File: src/rtl/fence_seq_pkg.sv
// ---------------------------------------------------------------------------
// fence_seq_pkg
//   Shared types and helpers for the fence/flush sequencer.
//   - fence_state_e : sequencer FSM states
//   - cnt_width()   : bit width needed to hold values 0..max_value
// ---------------------------------------------------------------------------
package fence_seq_pkg;

    typedef enum logic [2:0] {
        IDLE       = 3'd0,
        DRAIN      = 3'd1,
        FLUSH_REQ  = 3'd2,
        FLUSH_WAIT = 3'd3,
        INV_REQ    = 3'd4,
        INV_WAIT   = 3'd5,
        ICACHE     = 3'd6,
        ACK        = 3'd7
    } fence_state_e;

    // Width of a counter that must represent 0..max_value inclusive.
    // A degenerate max of 0 still gets one bit so vectors stay legal.
    function automatic int unsigned cnt_width(input int unsigned max_value);
        if (max_value < 1) begin
            return 1;
        end
        return $clog2(max_value + 1);
    endfunction

endpackage : fence_seq_pkg

File: src/rtl/fence_flush_sequencer_store_cnt.sv
// ---------------------------------------------------------------------------
// store_outstanding_cnt
//   Up/down counter of stores issued to the dcache but not yet completed.
//   Saturates at 0 and at MaxCount; an issue while full or a completion while
//   empty is a protocol violation and is flagged by an assertion.
//
// Ports
//   clk_i      in   clock
//   rst_i      in   asynchronous active-high reset (count -> 0)
//   st_issue_i in   store issued (pulse), +1
//   st_done_i  in   store completed (pulse), -1
//   stall_o    out  count == MaxCount, upstream must hold new stores
//   empty_o    out  count == 0
// ---------------------------------------------------------------------------
module store_outstanding_cnt
    import fence_seq_pkg::*;
#(
    parameter int unsigned MaxCount = 7,
    parameter int unsigned Width    = cnt_width(MaxCount)
) (
    input  logic clk_i,
    input  logic rst_i,
    input  logic st_issue_i,
    input  logic st_done_i,
    output logic stall_o,
    output logic empty_o
);

    localparam logic [Width-1:0] MaxVal = Width'(MaxCount);

    logic [Width-1:0] r_count;
    logic [Width-1:0] w_count_next;
    logic             w_at_max;
    logic             w_at_zero;

    assign w_at_max  = (r_count == MaxVal);
    assign w_at_zero = (r_count == '0);

    // Simultaneous issue and done cancel out. Illegal moves past either
    // bound leave the count where it is instead of wrapping.
    always_comb begin
        w_count_next = r_count;
        if (st_issue_i && !st_done_i && !w_at_max) begin
            w_count_next = r_count + Width'(1);
        end else if (st_done_i && !st_issue_i && !w_at_zero) begin
            w_count_next = r_count - Width'(1);
        end
    end

    always_ff @(posedge clk_i or posedge rst_i) begin
        if (rst_i) begin
            r_count <= '0;
        end else begin
            r_count <= w_count_next;
        end
    end

    assign stall_o = w_at_max;
    assign empty_o = w_at_zero;

    a_no_issue_when_full : assert property (
        @(posedge clk_i) disable iff (rst_i)
        !(st_issue_i && !st_done_i && w_at_max)
    ) else $error("store_outstanding_cnt: store issued while counter full");

    a_no_done_when_empty : assert property (
        @(posedge clk_i) disable iff (rst_i)
        !(st_done_i && !st_issue_i && w_at_zero)
    ) else $error("store_outstanding_cnt: store completion while counter empty");

endmodule : store_outstanding_cnt

File: src/rtl/fence_flush_sequencer.sv
// ---------------------------------------------------------------------------
// fence_flush_sequencer
//   Executes FENCE / FENCE.I for the controller against a write-back dcache:
//   waits for outstanding stores to drain, optionally writes back (and then
//   optionally invalidates) the dcache, pulses an icache flush for FENCE.I,
//   and finally pulses an acknowledge back to the controller.
//
// Parameters
//   FlushOnFence         1: write back the dcache on every fence
//   InvalidateOnFlush    1: invalidate the dcache after the write-back
//   MaxOutstandingStores capacity of the outstanding-store counter
//   WatchdogCycles       wait cycles after which timeout_o is raised
//
// Ports
//   clk_i, rst_i                 clock, asynchronous active-high reset
//   fence_req_i / fence_i_i      fence request (level) and FENCE.I qualifier
//   abort_i                      cancels a fence while still draining stores
//   st_issue_i / st_done_i       store issue / completion pulses
//   st_stall_o                   store counter full
//   dcache_flush_o / _ready_i    write-back request handshake
//   dcache_flush_done_i          write-back complete pulse
//   dcache_inval_o / _ready_i    invalidate request handshake
//   dcache_inval_done_i          invalidate complete pulse
//   icache_flush_o               one-cycle icache flush pulse
//   fence_ack_o                  one-cycle completion pulse
//   busy_o                       sequencer not idle
//   timeout_o                    sticky watchdog flag
// ---------------------------------------------------------------------------
module fence_flush_sequencer
    import fence_seq_pkg::*;
#(
    parameter int unsigned FlushOnFence         = 1,
    parameter int unsigned InvalidateOnFlush    = 0,
    parameter int unsigned MaxOutstandingStores = 7,
    parameter int unsigned WatchdogCycles       = 4096
) (
    input  logic clk_i,
    input  logic rst_i,
    input  logic fence_req_i,
    input  logic fence_i_i,
    input  logic abort_i,
    input  logic st_issue_i,
    input  logic st_done_i,
    output logic st_stall_o,
    output logic dcache_flush_o,
    input  logic dcache_flush_ready_i,
    input  logic dcache_flush_done_i,
    output logic dcache_inval_o,
    input  logic dcache_inval_ready_i,
    input  logic dcache_inval_done_i,
    output logic icache_flush_o,
    output logic fence_ack_o,
    output logic busy_o,
    output logic timeout_o
);

    localparam bit          FlushEn = (FlushOnFence != 0);
    localparam bit          InvalEn = (InvalidateOnFlush != 0);
    localparam int unsigned WdWidth = cnt_width(WatchdogCycles);
    localparam logic [WdWidth-1:0] WdLimit = WdWidth'(WatchdogCycles);

    // ------------------------------------------------------------------
    // Outstanding store tracking (counts in every state)
    // ------------------------------------------------------------------
    logic w_cnt_empty;
    logic w_cnt_stall;

    store_outstanding_cnt #(
        .MaxCount (MaxOutstandingStores)
    ) u_store_cnt (
        .clk_i      (clk_i),
        .rst_i      (rst_i),
        .st_issue_i (st_issue_i),
        .st_done_i  (st_done_i),
        .stall_o    (w_cnt_stall),
        .empty_o    (w_cnt_empty)
    );

    assign st_stall_o = w_cnt_stall;

    // ------------------------------------------------------------------
    // Sequencer state
    // ------------------------------------------------------------------
    fence_state_e        r_state;
    fence_state_e        w_state_next;
    logic                r_is_fi;
    logic [WdWidth-1:0]  r_wd;
    logic [WdWidth-1:0]  w_wd_inc;
    logic                r_timeout;
    logic                r_flush;
    logic                r_inval;
    logic                r_icache;
    logic                r_ack;
    logic                r_busy;

    logic                w_accept;
    logic                w_wd_active;
    fence_state_e        w_after_dcache;
    fence_state_e        w_after_flush;

    assign w_accept = (r_state == IDLE) && fence_req_i;

    // Where to go once all dcache work is finished: FENCE.I still needs the
    // icache pulse, a plain FENCE goes straight to the acknowledge.
    assign w_after_dcache = r_is_fi ? ICACHE : ACK;
    assign w_after_flush  = InvalEn ? INV_REQ : w_after_dcache;

    // The watchdog only runs while we are waiting on stores or on the cache.
    assign w_wd_active = (r_state == DRAIN)      ||
                         (r_state == FLUSH_REQ)  ||
                         (r_state == FLUSH_WAIT) ||
                         (r_state == INV_REQ)    ||
                         (r_state == INV_WAIT);

    assign w_wd_inc = r_wd + WdWidth'(1);

    always_comb begin
        w_state_next = r_state;
        case (r_state)
            IDLE: begin
                if (fence_req_i) begin
                    w_state_next = DRAIN;
                end
            end
            DRAIN: begin
                // A store issued this very cycle would land after the
                // flush, so the counter must be empty with no issue pending.
                if (abort_i) begin
                    w_state_next = IDLE;
                end else if (w_cnt_empty && !st_issue_i) begin
                    w_state_next = FlushEn ? FLUSH_REQ : w_after_dcache;
                end
            end
            FLUSH_REQ: begin
                // The cache may accept and finish in the same cycle; the
                // done pulse would be lost if we waited for it in FLUSH_WAIT.
                if (dcache_flush_ready_i) begin
                    w_state_next = dcache_flush_done_i ? w_after_flush : FLUSH_WAIT;
                end
            end
            FLUSH_WAIT: begin
                if (dcache_flush_done_i) begin
                    w_state_next = w_after_flush;
                end
            end
            INV_REQ: begin
                if (dcache_inval_ready_i) begin
                    w_state_next = dcache_inval_done_i ? w_after_dcache : INV_WAIT;
                end
            end
            INV_WAIT: begin
                if (dcache_inval_done_i) begin
                    w_state_next = w_after_dcache;
                end
            end
            ICACHE: begin
                w_state_next = ACK;
            end
            ACK: begin
                w_state_next = IDLE;
            end
            default: begin
                w_state_next = IDLE;
            end
        endcase
    end

    // Outputs are decoded from the next state and registered, so each one
    // is glitch-free and asserted exactly while the FSM sits in its state.
    always_ff @(posedge clk_i or posedge rst_i) begin
        if (rst_i) begin
            r_state   <= IDLE;
            r_is_fi   <= 1'b0;
            r_wd      <= '0;
            r_timeout <= 1'b0;
            r_flush   <= 1'b0;
            r_inval   <= 1'b0;
            r_icache  <= 1'b0;
            r_ack     <= 1'b0;
            r_busy    <= 1'b0;
        end else begin
            r_state  <= w_state_next;
            r_flush  <= (w_state_next == FLUSH_REQ);
            r_inval  <= (w_state_next == INV_REQ);
            r_icache <= (w_state_next == ICACHE);
            r_ack    <= (w_state_next == ACK);
            r_busy   <= (w_state_next != IDLE);

            if (w_accept) begin
                r_is_fi   <= fence_i_i;
                r_wd      <= '0;
                r_timeout <= 1'b0;
            end else if (w_wd_active && (r_wd != WdLimit)) begin
                r_wd <= w_wd_inc;
                if (w_wd_inc == WdLimit) begin
                    r_timeout <= 1'b1;
                end
            end
        end
    end

    assign dcache_flush_o = r_flush;
    assign dcache_inval_o = r_inval;
    assign icache_flush_o = r_icache;
    assign fence_ack_o    = r_ack;
    assign busy_o         = r_busy;
    assign timeout_o      = r_timeout;

    // ------------------------------------------------------------------
    // Protocol checks
    // ------------------------------------------------------------------
    a_flush_stable : assert property (
        @(posedge clk_i) disable iff (rst_i)
        (dcache_flush_o && !dcache_flush_ready_i) |=> dcache_flush_o
    ) else $error("fence_flush_sequencer: flush request dropped before ready");

    a_inval_stable : assert property (
        @(posedge clk_i) disable iff (rst_i)
        (dcache_inval_o && !dcache_inval_ready_i) |=> dcache_inval_o
    ) else $error("fence_flush_sequencer: invalidate request dropped before ready");

    a_ack_single : assert property (
        @(posedge clk_i) disable iff (rst_i)
        fence_ack_o |=> !fence_ack_o
    ) else $error("fence_flush_sequencer: acknowledge longer than one cycle");

    a_icache_single : assert property (
        @(posedge clk_i) disable iff (rst_i)
        icache_flush_o |=> !icache_flush_o
    ) else $error("fence_flush_sequencer: icache flush longer than one cycle");

endmodule : fence_flush_sequencer

File: config.mk
export PLATFORM = sky130hd
export DESIGN_NAME = fence_flush_sequencer
export DESIGN_NICKNAME = d
export VERILOG_FILES = /design/src/rtl/fence_seq_pkg.sv /design/src/rtl/fence_flush_sequencer_store_cnt.sv /design/src/rtl/fence_flush_sequencer.sv
export SDC_FILE = /design/constraint.sdc
export NUM_CORES = 1
export LEC_CHECK = 0
export CORE_UTILIZATION = 50
export DETAILED_ROUTE_END_ITERATION = 6
export PLACE_DENSITY = 0.83
export SETUP_SLACK_MARGIN = 0.05
export SYNTH_ARGS = -nofsm -noshare
export SYNTH_HDL_FRONTEND = slang
export SYNTH_SLANG_ARGS = --single-unit
File: constraint.sdc
create_clock -name clk_i -period 2.15 [get_ports clk_i]
set_input_delay 0.43 -clock clk_i [delete_from_list [all_inputs] [get_ports clk_i]]
set_output_delay 0.43 -clock clk_i [all_outputs]
set_load 0.01 [all_outputs]
# Word level (Yosys, flattened, before mapping)
# Cells that the tools add are included.
# word_totals
out_inout_bits	7
register_bits	26
ramBits	0
romBits	0
input_bits	11
latchBits	0
wordCells	67
memories	0
# op_classes
n_div	0
reduce_logical	22
bitwise	0
add_sub_neg	3
eq_ne	14
muxes	18
order_cmp	0
shift	0
n_mul	0
# ops
operator	count
2-to-1 mux 3 bit	10
2-to-1 mux 13 bit	2
equality test 3 bit, second input constant	8
one-hot mux 3 bit (8 select lines)	1
adder 13 x 1 -> 13 bit, second input constant	1
equality test 13 bit, second input constant	1
!= test 13 bit, second input constant	1
equality test 3 x 2 -> 1 bit, second input constant	3
logical AND 1 bit	7
logical NOT 3 bit	2
nonzero test 2 bit	3
logical NOT 1 bit	4
logical OR 1 bit	4
2-to-1 mux 1 bit	4
adder 3 x 1 -> 3 bit, second input constant	1
equality test 3 x 1 -> 1 bit, second input constant	1
nonzero test 3 bit	1
subtractor 3 x 1 -> 3 bit, second input constant	1
2-to-1 mux 2 bit	1
AND reduction 2 bit	1

# Longest topological paths before layout
# Gate-level depths: netlist of the first run.
# logic_depth
ltp_word	8
mapped_depth	8
mapped_depth_nobuf	7

# By module
# A second synthesis of the first run with hierarchy kept.
# unflattened
hier_cells	189
hier_area_um2	1736.7
# by_module_without_submodules
module	instances	seq_area_each_um2	cells_each	area_each_um2
fence_flush_sequencer	1	575.6	155	1447.6
store_outstanding_cnt	1	75.1	34	289.0

# Least setup slack after synthesis of the first run
# Ideal clock, no wire load.
# synth_path
path_kind	reg-to-reg
start	reg r_wd[0]
end	reg r_wd[7]
path_slack_ns	0.369
n_path_buf	0
setup_time_ns	0.124
t_arrival_ns	1.657
required_ns	2.026
stages_incl_launch_ff	8
period_less_slack_ns	1.781
path_cell_list	dfrtp_1 > inv_1 > ha_1 > nor4bb_1 > and4_2 > nor2_2 > and3_1 > a211o_1
# synth_via
elab_chain_cells	3
word_cells_on_any_way	6
classes_between	add/sub: 1; eq/ne: 1; mux: 2; reduce/logical: 2
# synth_rtl
element	line	text
from (decl)	fence_flush_sequencer.sv:87	logic [WdWidth-1:0] r_wd;
from (signal assigned)	fence_flush_sequencer.sv:194	r_wd <= w_wd_inc;
adder 13 x 1 -> 13 bit or != test 13 bit (tied branches)	fence_flush_sequencer.sv:115, fence_flush_sequencer.sv:193	
2-to-1 mux 13 bit or logical AND 1 bit (tied branches)	fence_flush_sequencer.sv:193	end else if (w_wd_active && (r_wd != WdLimit)) begin
2-to-1 mux 13 bit or nonzero test 2 bit (tied branches)	-	
# Parallel ways exist; a longest one is shown, timed or not. The select of a mux whose other input is x is not followed.
# A chain may end at the register's enable or synchronous reset.

# Worst setup path in the final report of the first run
# Ends and elaborated chain as after synthesis.

==> flow_metrics.py, run 1 <==
metrics = {
    "global_route": {
        "grt-busiest-layer": "met2",
        "grtUsageMet1_pct": 30.0,
        "grt_max_degree": 27,
        "antenna_found_initial": 0,
        "grt.overflow.total": 0,
        "grt_pass1_vias": 1383,
        "met3_usage_pct": 4.48,
        "grt_first_pass_wirelength_um": 6170,
        "grt_use_total_pct": 22.2,
        "grt_use_met2_pct": 35.8,
    },
    "critical_path": {
        "cp_data_arrival_time_ns": 2.26,
        "r2r_slack_ns": 0.12,
        "critPathMaxFanout": 9,
        "rr_startpoint": "r_wd[0]",
        "criticalPathCategory": "flop to flop",
        "endpoint_kind": "flop",
        "worstRegToRegCells": 7,
        "cp.required_ns": 2.38,
        "timing.rr.end": "r_wd[7]",
        "cp-start-kind": "flop",
    },
    "detailed_routing": {
        "postRouteWirelength_um": 3730,
        "dr.first_iter.drc_count": 136,
        "route.detailed.drc": 0,
        "drt_pass1_iterations": 4,
        "viasPerCell": 5.83,
        "drtAntennaViolNets": 0,
        "via_count": 1538,
        "wl_per_cell_um": 14.1,
    },
    "floorplan": {
        "fp.dieArea_um2": 3690,
        "ios": 18,
        "start_util_pct": 54.7,
        "die_w_um": 60.7,
        "design.core.area_um2": 3150,
        "die_height_um": 60.7,
        "num_rows": 20,
    },
    "sta": {
        "whs_ns": 0.432,
        "worstMarginPinSlew_ns": 0.417,
        "layout_min_cycle_time_ns": 2.03,
        "setup_tns_ns": 0,
        "relSlewSlack_pct": 71.9,
        "fin_skew_ns": 0.00265,
        "hold_viol_final": 0,
        "setup_viol": 0,
        "max_clock_freq_mhz": 492,
        "period_share_pct": 94.4,
        "rsz0062_at_grt": "yes",
        "timing.final.ws_setup_ns": 0.119,
        "slew_viol_final": 0,
    },
    "logic_synthesis": {
        "synth_ff_type": "dfrtp_1",
        "muxShareOfSynthArea_pct": 1.74,
        "synth_edf_count": 0,
        "synth_common_cells": "dfrtp_1 (26), nand2_1 (22), nor3_1 (15)",
        "synth_xor_area_share_pct": 2.03,
        "yosysMostFrequentCell": "dfrtp_1",
        "synthAdderAreaFrac_pct": 3.34,
        "synth.avg_cell_area_um2": 8.76,
        "synth-compound-area-share_pct": 20.2,
        "syn_inst": 197,
        "synth_cell_types": 51,
        "ys_seq_elements": 26,
        "synth-simple-area-share_pct": 29.6,
        "syn_area_um2": 1730,
        "synth_top_area_share_pct": 37.7,
        "ys_warn_count": 0,
        "synth_nets": 212,
        "yosys-top-cells-area": "dfrtp_1 (38%), nand2_1 (4.8%), nor3_1 (4.4%), nor2_1 (3.0%), a21oi_1 (2.9%)",
        "synth_area_leader_cell": "dfrtp_1",
        "synth-seq-area-share_pct": 37.7,
        "async_reset_ff_share_pct": 100,
        "synth_top_family_by_area": "simple AND/OR/NAND/NOR gates",
    },
    "clocking": {
        "clock_path_buffers": 2,
        "htree_levels": 1,
        "cts-root-buf": "clkbuf_4",
        "tritoncts": "built",
        "clkLatencyLatePin_ns": 0.32,
        "cts_setup_buffers": 0,
        "cts_made_buffers": 3,
        "clock_sinks": 26,
        "clkTransAtPathRegs_ns": 0.15,
    },
    "pwr": {
        "peakVddDrop_uv": 749,
        "p_leak_nw": 0.849,
        "power_mw": 2.39,
        "p_per_area_nw_per_um2": 1170,
    },
    "cells_and_area": {
        "drive_above_1_share_pct": 15.0,
        "final_cells": 264,
        "final_nets": 236,
        "final_area_um2": 2030,
        "antennaDiodeCount": 0,
        "fin_util_pct": 64.4,
        "syn2layout_area_growth_pct": 17.8,
    },
    "place": {
        "place_area_um2": 1970,
        "dp.cells": 260,
        "io_buffer_count": 17,
        "pre_cts_slack_ns": -0.0701,
        "gp_congestion": 0.851,
        "hpwl_um": 2710,
    },
    "flow_run": {
        "maxCapViolations": 0,
    },
    "hold_path": {
        "min_path_type": "primary input to async pin",
    },
    "run_status": {
        "status": "completed",
    },
}
-- worst max-delay path by stage --
stage | endpoint | start | cells after the start
floorplan | r_wd[7] | r_wd[0] | 7
global placement | u_store_cnt.r_count[1] | st_issue_i | 8
detailed placement | u_store_cnt.r_count[1] | st_issue_i | 8
CTS | timeout_o | r_wd[0] | 7
global route | r_wd[7] | r_wd[0] | 7
finish | r_wd[7] | r_wd[0] | 7
-- area by class of cell --
type,instances,area (um^2)
fill,261,1120
multi-input combinational,155,1010
sequential,26,652
timing repair buffer,28,253
tap,44,55.1
clock buffer,4,36.3
inverter,7,26.3
-- repair_timing --
item	4_1_cts	5_1_grt
gates resized for setup	0	8
setup endpoints to repair	0	12
hold buffers	0	0
-- placed cells by master, fill, tap and decap left out, types with 2 or more instances in the layout --
| master | instances |
|---|---|
| xnor2_1 | 4 |
| nand2_2 | 2 |
| a21oi_1 | 10 |
| nor2_1 | 14 |
| or3_1 | 2 |
| buf_4 | 11 |
| a22o_1 | 2 |
| nand2_1 | 21 |
| nand2b_1 | 3 |
| o31ai_1 | 3 |
| dfrtp_1 | 25 |
| and3_2 | 2 |
| nor4_1 | 3 |
| a211oi_1 | 2 |
| and3_1 | 5 |
| o21ai_1 | 4 |
| mux2i_1 | 3 |
| clkbuf_4 | 3 |
| nor2b_1 | 3 |
| a21o_1 | 4 |
| nand3_1 | 3 |
| o21ai_0 | 9 |
| nor3_1 | 15 |
| o22ai_1 | 2 |
| ha_1 | 2 |
| a31oi_1 | 4 |
| nor3b_1 | 3 |
| o21a_1 | 2 |
| clkdlybuf4s50_1 | 17 |
| inv_1 | 7 |
| and2_1 | 2 |
| nand4_1 | 5 |
-- flip-flops by register name, summed over array words and instances, names as in the netlist --
| name | count |
|---|---|
| r_is_fi | 1 |
| dcache_flush_o | 1 |
| dcache_inval_o | 1 |
| r_state | 3 |
| r_wd | 13 |
| timeout_o | 1 |
| fence_ack_o | 1 |
| busy_o | 1 |
| u_store_cnt.r_count | 3 |
| icache_flush_o | 1 |
-- cell families (layout without fill, tap and decap cells) --
group	after synthesis	in the layout
adders and majority gates	4	4
and+or+nand+nor	93	93
xor gates and xnor gates	4	4
AOI/OAI and AO/OA	51	51
muxes	3	3
buffers and inverters	16	39
DFF	26	26
-- layer usage --
metal | up-vias | part of all wire [%]
met5 | - | 0
met4 | 0 | 1.7
met3 | 8 | 4.7
met2 | 49 | 47
met1 | 710 | 46
li1 | 771 | -
-- power by group --
part / switching [mW] / internal [mW] / total [mW]
Clock: 0.153 / 0.104 / 0.256
Combinational: 0.707 / 0.590 / 1.30
Sequential: 0.199 / 0.633 / 0.832
-- worst max-delay path, stage by stage, from the launching register on --
cell and delay, ns:
dfrtp_2 0.47, inv_1 0.10, ha_1 0.16, nor4bb_2 0.35, nand4_1 0.26, nand2_2 0.25, nor3_1 0.08, a211o_1 0.27
Note: power is estimated with default switching activity, not from simulation.
==> run 2: changes to the inputs <==
- CORE_UTILIZATION: 50 -> 56
- PLACE_DENSITY: 0.83 -> 0.9
==> flow_metrics.py, run 2 (synthesized netlist as in run 1, its figures left out) <==
metrics = {
    "pwr": {
        "p_leak_nw": 0.872,
        "power_mw": 2.49,
        "p_per_area_nw_per_um2": 1220,
        "peakVddDrop_uv": 906,
    },
    "global_route": {
        "grt_first_pass_wirelength_um": 6870,
        "antenna_found_initial": 0,
        "grt_pass1_vias": 1564,
        "grt_max_degree": 27,
        "grt.overflow.total": 0,
        "grt_use_total_pct": 26.7,
    },
    "critical_path": {
        "criticalPathCategory": "flop to flop",
        "endpoint_kind": "flop",
        "cp_data_arrival_time_ns": 2.26,
        "critPathMaxFanout": 9,
        "cp-start-kind": "flop",
        "cp.required_ns": 2.39,
    },
    "floorplan": {
        "fp.dieArea_um2": 3310,
        "start_util_pct": 61.0,
        "num_rows": 19,
        "die_height_um": 57.5,
        "design.core.area_um2": 2830,
        "ios": 18,
        "die_w_um": 57.5,
    },
    "place": {
        "gp_congestion": 0.845,
        "hpwl_um": 3020,
        "io_buffer_count": 17,
    },
    "cells_and_area": {
        "syn2layout_area_growth_pct": 18.3,
        "ff_latch_area_um2": 651,
        "final_nets": 240,
        "fin_util_pct": 72.1,
        "reg_top3": "r_wd (13), r_state (3), u_store_cnt.r_count (3)",
        "largest_reg_flops": 13,
        "fill_cells": 213,
        "drive_above_1_share_pct": 15.2,
        "antennaDiodeCount": 0,
        "final_cell_mix": "dfrtp_1 (26), nand2_1 (22), clkdlybuf4s50_1 (17), nor3_1 (15), buf_4 (15)",
        "layout.cells.most_common": "dfrtp_1",
        "multi_input_area_um2": 990,
        "top_register": "r_wd",
    },
    "sta": {
        "rsz0062_at_grt": "yes",
        "fin_skew_ns": 0.00322,
        "setup_tns_ns": 0,
        "worstMarginPinSlew_ns": 0.406,
        "period_share_pct": 93.6,
        "setup_viol": 0,
        "hold_viol_final": 0,
        "layout_min_cycle_time_ns": 2.01,
        "max_clock_freq_mhz": 497,
        "slew_viol_final": 0,
        "relSlewSlack_pct": 72.7,
    },
    "detailed_routing": {
        "wl_per_cell_um": 16.0,
        "via_count": 1566,
        "postRouteWirelength_um": 4070,
        "dr.first_iter.drc_count": 107,
        "met3_length_um": 167,
        "route.detailed.drc": 2,
        "drt_pass1_iterations": 6,
        "viasPerCell": 6.14,
        "wl_met2_um": 2080,
        "drtAntennaViolNets": 0,
        "wl_met1_um": 1760,
        "top_layer_used": "met4",
    },
    "clocking": {
        "clock_sinks": 26,
        "tritoncts": "built",
        "cts_setup_buffers": 0,
        "cts_made_buffers": 3,
        "htree_levels": 1,
        "clock_path_buffers": 2,
        "clkTransAtPathRegs_ns": 0.15,
        "cts-root-buf": "clkbuf_4",
        "clkLatencyLatePin_ns": 0.33,
    },
    "run_status": {
        "status": "finished, violations left",
        "violations": "design-rule violations",
    },
    "flow_run": {
        "maxCapViolations": 0,
    },
    "hold_path": {
        "min_path_type": "primary input to async pin",
    },
}
## run 2: critical path, stage by stage, from the launching register on
cell and delay (ns):
dfrtp_1 0.43, inv_1 0.09, ha_1 0.15, nor4bb_2 0.31, and4_2 0.33, nor2_2 0.11
buf_4 0.18, a21o_1 0.15, a21o_1 0.16
## run 2: final cells by class
type	count	share of cell area (%)
tap	31	1.90
clock buffer	3	1.10
multi-input combinational	155	48.5
inverter	7	1.29
timing repair buffer	32	13.9
sequential	26	31.9
clock inverter	1	1.47
## run 2: power by group
part	switching, mW	internal (mW)	total [mW]
clock network	0.159	0.189	0.348
logic	0.725	0.596	1.32
registers	0.191	0.631	0.822
total	1.08	1.42	2.49
## run 2: timing repair
action | 4_1_cts | 5_1_grt
gates resized for setup | 0 | 2
hold buffers | 0 | 0
endpoints found under the setup margin | 0 | 7
## run 2: per-layer routing
| metal | vias up | GRT usage (%) |
|---|---|---|
| li1 | 777 | - |
| met1 | 730 | 32.3 |
| met2 | 49 | 46.0 |
| met3 | 10 | 5.22 |
| met4 | 0 | 11.8 |
| met5 | - | 0 |
## run 2: per-stage QoR
step                      setup slack [ns]  cells  instance area (um^2)  hold slack, ns
after floorplan                      0.369    197                  1730           0.467
after detailed placement           -0.0301    251                  1980           0.480
after global routing                0.0325    255                  2040           0.461
after CTS                            0.115    255                  2030           0.436
final                                0.137    255                  2040           0.423
after global placement              0.0417    251                  1980           0.475
## run 2: path summary, 6_finish.rpt
kind	start	endpoint	slack [ns]	cells after the start
max reg2reg	r_wd[1]	r_wd[10]	0.14	8
min in group clk_i	timeout_o	timeout_o	0.51	2
max	r_wd[1]	r_wd[10]	0.14	8
min reg2reg	timeout_o	timeout_o	0.51	2
min	rst_i	r_wd[8]	0.42	3
max in group asynchronous	rst_i	r_wd[9]	1.46	3
